$ cat config.mk
export PLATFORM = sky130hd
export DESIGN_NAME = dm_port_arbiter
export DESIGN_NICKNAME = d
export VERILOG_FILES = /design/src/rtl/dm_port_arbiter.sv
export SDC_FILE = /design/constraint.sdc
export NUM_CORES = 1
export LEC_CHECK = 0
export CORE_MARGIN = 1.5
export CORE_UTILIZATION = 34
export DETAILED_ROUTE_END_ITERATION = 10
export DONT_BUFFER_PORTS = 1
export GPL_TIMING_DRIVEN = 0
export PLACE_DENSITY = 0.6
export REMOVE_ABC_BUFFERS = 1
export SLEW_MARGIN = 20
export SYNTH_ARGS = -nofsm -noshare
export SYNTH_HDL_FRONTEND = slang
export SYNTH_SLANG_ARGS = --single-unit
$ cat constraint.sdc
create_clock -name clk -period 1.85 [get_ports clk]
set_input_delay 0.37 -clock clk [delete_from_list [all_inputs] [get_ports clk]]
set_output_delay 0.37 -clock clk [all_outputs]
set_load 0.01 [all_outputs]
$ cat src/rtl/dm_port_arbiter.sv
// Round-robin arbiter sharing the data memory between the main pipeline (P) and the companion unit (C).
// Latency: DM access in the cycle after the accept edge; read data/err registered on the following edge.
// Backpressure: combinational grant; a requester holds its command while req && !gnt; one access per cycle.
module dm_port_arbiter #(
    parameter int NUM_WORDS = 16,
    parameter bit PRIO_INIT = 1'b0
) (
    input  logic        clk,
    input  logic        reset,

    input  logic        p_req,
    input  logic        p_we,
    input  logic [31:0] p_addr,
    input  logic [31:0] p_wdata,
    output logic        p_gnt,
    output logic        p_rvalid,
    output logic [31:0] p_rdata,
    output logic        p_err,

    input  logic        c_req,
    input  logic        c_we,
    input  logic [31:0] c_addr,
    input  logic [31:0] c_wdata,
    output logic        c_gnt,
    output logic        c_rvalid,
    output logic [31:0] c_rdata,
    output logic        c_err,

    output logic        dm_MemWr,
    output logic        dm_MemWrComp,
    output logic        dm_MemRd,
    output logic [31:0] dm_in,
    output logic [31:0] dm_addr,
    output logic [31:0] dm_addr_c,
    input  logic [31:0] dm_out
);

    localparam logic [31:0] ADDR_LIMIT = 32'(4 * NUM_WORDS);

    typedef enum logic [1:0] {
        IDLE  = 2'd0,
        ACC_P = 2'd1,
        ACC_C = 2'd2
    } state_t;

    typedef struct packed {
        logic        we;
        logic [31:0] addr;
        logic [31:0] wdata;
    } cmd_t;

    state_t state, state_nxt;
    logic   last_owner;     // 0 = P served last, 1 = C served last
    logic   acc_we;
    logic   acc_err;
    logic   p_acc, c_acc;
    cmd_t   sel_cmd;
    logic   sel_fault;

    // Grant: sole requester wins; on a tie the one not served last wins.
    always_comb begin
        p_gnt = 1'b0;
        c_gnt = 1'b0;
        if (reset) begin
            if (p_req && c_req) begin
                if (last_owner) p_gnt = 1'b1;
                else            c_gnt = 1'b1;
            end else if (p_req) begin
                p_gnt = 1'b1;
            end else if (c_req) begin
                c_gnt = 1'b1;
            end
        end
    end

    assign p_acc = p_req && p_gnt;
    assign c_acc = c_req && c_gnt;

    always_comb begin
        sel_cmd = '0;
        if (p_acc) begin
            sel_cmd.we    = p_we;
            sel_cmd.addr  = p_addr;
            sel_cmd.wdata = p_wdata;
        end else if (c_acc) begin
            sel_cmd.we    = c_we;
            sel_cmd.addr  = c_addr;
            sel_cmd.wdata = c_wdata;
        end
    end

    assign sel_fault = (sel_cmd.addr[1:0] != 2'b00) || (sel_cmd.addr >= ADDR_LIMIT);

    // FSM state register
    always_ff @(posedge clk or negedge reset) begin
        if (!reset) state <= IDLE;
        else        state <= state_nxt;
    end

    // FSM next state
    always_comb begin
        state_nxt = IDLE;
        if (p_acc)      state_nxt = ACC_P;
        else if (c_acc) state_nxt = ACC_C;
    end

    // FSM outputs: DM enables for the access cycle; faulting accesses never touch the DM.
    always_comb begin
        dm_MemWr     = 1'b0;
        dm_MemWrComp = 1'b0;
        dm_MemRd     = 1'b0;
        if (state != IDLE && !acc_err) begin
            if (!acc_we)               dm_MemRd     = 1'b1;
            else if (state == ACC_P)   dm_MemWr     = 1'b1;
            else                       dm_MemWrComp = 1'b1;
        end
    end

    // Access registers; the DM address/data pins hold their last values while idle.
    always_ff @(posedge clk or negedge reset) begin
        if (!reset) begin
            acc_we     <= 1'b0;
            acc_err    <= 1'b0;
            dm_in      <= '0;
            dm_addr    <= '0;
            dm_addr_c  <= '0;
            last_owner <= ~PRIO_INIT;
        end else if (p_acc || c_acc) begin
            acc_we     <= sel_cmd.we;
            acc_err    <= sel_fault;
            last_owner <= c_acc;
            if (sel_cmd.we)
                dm_in <= sel_cmd.wdata;
            // C writes use their own address pin; everything else shares dm_addr.
            if (sel_cmd.we && c_acc)
                dm_addr_c <= sel_cmd.addr;
            else
                dm_addr <= sel_cmd.addr;
        end
    end

    // Responses on the edge that ends the access cycle.
    always_ff @(posedge clk or negedge reset) begin
        if (!reset) begin
            p_rvalid <= 1'b0;
            p_err    <= 1'b0;
            p_rdata  <= '0;
            c_rvalid <= 1'b0;
            c_err    <= 1'b0;
            c_rdata  <= '0;
        end else begin
            p_rvalid <= (state == ACC_P) && !acc_we;
            p_err    <= (state == ACC_P) && acc_err;
            c_rvalid <= (state == ACC_C) && !acc_we;
            c_err    <= (state == ACC_C) && acc_err;
            if (state == ACC_P && !acc_we)
                p_rdata <= acc_err ? 32'd0 : dm_out;
            if (state == ACC_C && !acc_we)
                c_rdata <= acc_err ? 32'd0 : dm_out;
        end
    end

endmodule
==> impl_metrics.csv <==
group,metric,value,unit
worst_setup_path,worstSetupPathType,"flip-flop to output port",
routing,viasPerCell,5.376,
timing,min_period,1.787,ns
global_routing,grt_usage,0.1812,
final_layout,layout_commonest_cell,"dfrtp_1",
clocking,cts_buffers,17,
status,status,"finished, violations left",
final_layout,diodes,0,
power,power.density,1124,mW/mm2
final_layout,final_cells,966,
die,initial_utilization,0.3454,
worst_setup_path,path_buf_inv,0,
routing,postRouteAntennaNets,0,
power,p_leak,3.658,nW
worst_setup_path,worst_r2r_path_depth,5,
worst_setup_path,crit_chain,"nand2b_4 > and2_1",
clocking,clk_pin_slew_worst_paths,0.07,ns
timing,worstMarginPinSlew,0.6262,ns
routing,routed.top_layer,"met4",
global_routing,gr-total-overflow,0,
place,port_buffers,0,
synthesis,ys_ff_latch,169,
die,rows,53,
place,pre_cts_ws,-0.5989,ns
routing,drt-initial-drc-count,252,
worst_setup_path,slowest_delay,0.59,ns
place,place_congestion,0.8487,
synthesis,synth_area,0.007238,mm2
global_routing,grt_max_degree,179,
global_routing,antenna_found_initial,0,
global_routing,grt_pass1_wl,30460,um
routing,drc,0,
die,die_area,0.02217,mm2
worst_setup_path,required,1.48,ns
routing,routed_wl,21020,um
power,ir_worst_vdd,0.4670,mV
routing,wire_per_inst,21.76,um
timing,finalSetupViolCount,0,
routing,met2WireLength,10070,um
final_layout,fill_cells,2055,
clocking,cts_tree,"built",
timing,slew_headroom,0.5820,
timing,rsz0062_at_grt,"true",
final_layout,layout_common_cells,"dfrtp_1, nand2_1, o21ai_0",
timing,skew,0.01359,ns
final_layout,layout.nets,844,
final_layout,area_growth,12.98,%
clocking,worstSkewPairLatency,0.43,ns
timing,timing.hold.ws,-0.3651,ns
place,dp.final_hpwl,13820,um
clocking,clk_path_buf_depth,2,
synthesis,synth_cell_type_count,35,
synthesis,avgSynthCellArea,10.44,um2
worst_setup_path,critPathMaxFanout,4,
clocking,htree_levels,4,
clocking,cts_root_buf,"clkbuf_16",
routing,drt-met1-wl,8641,um
power,power,9.193,mW
worst_setup_path,cp_top_family,"flip-flops",
die,die_h,148.9,um
die,ios,335,
place,dp_cells,921,
worst_setup_path,crit_path_end_kind,"output port",
global_routing,grt_pass1_vias,5113,
timing,fmax,0.5594,GHz
timing,min_period_over_period,0.9662,
worst_setup_path,slowest_stage,"dfstp_2",
worst_setup_path,critPathLaunchType,"flip-flop",
synthesis,seq_area_frac_synth,0.5844,
synthesis,yosysWarnings,0,
status,failed_checks,"negative hold slack",
die,die_width,148.9,um
min_path,hp-class,"primary input to async pin",
routing,first_pass_iters,4,
routing,vias,5193,
worst_setup_path,cp.depth,2,
routing,met3_length,1937,um
final_layout,drive_gt1_frac,0.1433,
worst_setup_path,worstPathArrival,1.42,ns
timing,setup_slack,0.06251,ns
timing,final_hold_viol_count,169,
clocking,clock_sinks,169,
flow_run,maxCapViolCount,0,
die,core_area,0.02096,mm2
timing,maxSlewViolCount,0,
synthesis,synth_cells,693,
==> final timing paths <==
kind,start,endpoint,slack (ns)
setup / recovery,last_owner,p_gnt,0.06
hold / removal,reset,p_rdata[18],-0.37
setup reg to reg,last_owner,dm_in[0],0.12
hold reg to reg,p_rdata[17],p_rdata[17],0.55
max in group asynchronous,reset,dm_in[16],1.97
min in group clk,p_wdata[3],dm_in[3],0.05
==> sequential cells by signal (all words and copies together) (netlist names) <==
signal	cells
p_rvalid	1
last_owner	1
c_err	1
dm_addr	32
acc_we	1
c_rvalid	1
state	2
dm_in	32
dm_addr_c	32
acc_err	1
p_err	1
p_rdata	32
c_rdata	32
==> per-layer routing <==
metal  GRT usage  vias to the layer above
met3     0.06758                       29
met2      0.2921                      274
met4     0.06089                        0
met5           0                        -
li1            -                     2408
met1      0.2232                     2482
==> stage by stage <==
step / hold slack, ns / cell area (um2) / util / setup TNS, ns
floorplan: 0.07441 / 6930 / - / -25.78
finish: -0.3651 / 8178 / 0.3903 / 0
detailed placement: 0.07803 / 7420 / 0.3541 / -20.14
CTS: -0.3911 / 8097 / 0.3864 / -0.009251
global placement: 0.07772 / 7274 / 0.3471 / -156.54
global route: -0.4011 / 8178 / 0.3903 / -0.04454
==> cells in the mapped netlist (all sizes together) <==
master	count	area, um2
o32ai	1	8.760
a32o	1	10.01
nor3	3	15.01
nand2	133	499.2
o21ai	99	495.5
a31oi	1	6.260
a221o	31	310.3
and3	33	211.5
nor3b	1	7.510
a31o	1	17.52
inv	6	22.52
a21boi	1	18.77
buf	29	214.0
nor2	34	130.1
nand4	2	12.51
and3b	2	17.52
o211ai	1	7.510
a22oi	32	390.4
nand3	36	185.2
dfstp	1	26.28
nand2b	33	206.5
dfrtp	168	4204
nand3b	2	15.01
and2	3	21.27
clkbuf	25	93.84
o21a	1	7.510
nor4b	1	8.760
nor4	12	75.07
==> kinds of logic (layout without fill, tap and decap cells) <==
logic type | count (synthesis) | after routing | share of synthesized area
buf+inv | 60 | 55 | 0.04564
simple gates | 295 | 298 | 0.1941
compound gates | 169 | 169 | 0.1758
flops | 169 | 169 | 0.5844
==> cell type report <==
type	count	area, um2	share of cell area
Clock inverter	14	151.4	0.01851
Inverter	6	22.52	0.002754
Multi-Input combinational cell	467	2786	0.3407
Clock buffer	18	429.2	0.05248
Timing Repair Buffer	17	210.2	0.02570
Sequential cell	169	4234	0.5177
Tap cell	275	344.1	0.04207
==> power breakdown <==
group	total, mW	internal [mW]	switching (mW)
Clock	3.52	1.81	1.71
Sequential	4.84	4.19	0.655
Combinational	0.826	0.368	0.458
Total	9.19	6.37	2.82
==> timing repair <==
| action | in CTS | in global routing |
|---|---|---|
| pin swaps | 3 | 3 |
| setup buffers | 3 | 7 |
| setup endpoints to repair | 59 | 59 |
| gates cloned | 2 | 1 |
| resized for setup | 12 | 5 |
| endpoints found under the hold margin | 169 | 169 |
==> worst reg2reg max path, stage by stage (launching register included) <==
cell and delay (ns):
dfstp_2 0.59, a21boi_4 0.12, and3_2 0.39, buf_16 0.24, a22oi_1 0.22, nand2_1 0.07
Note: power is estimated with default switching activity, not from simulation.
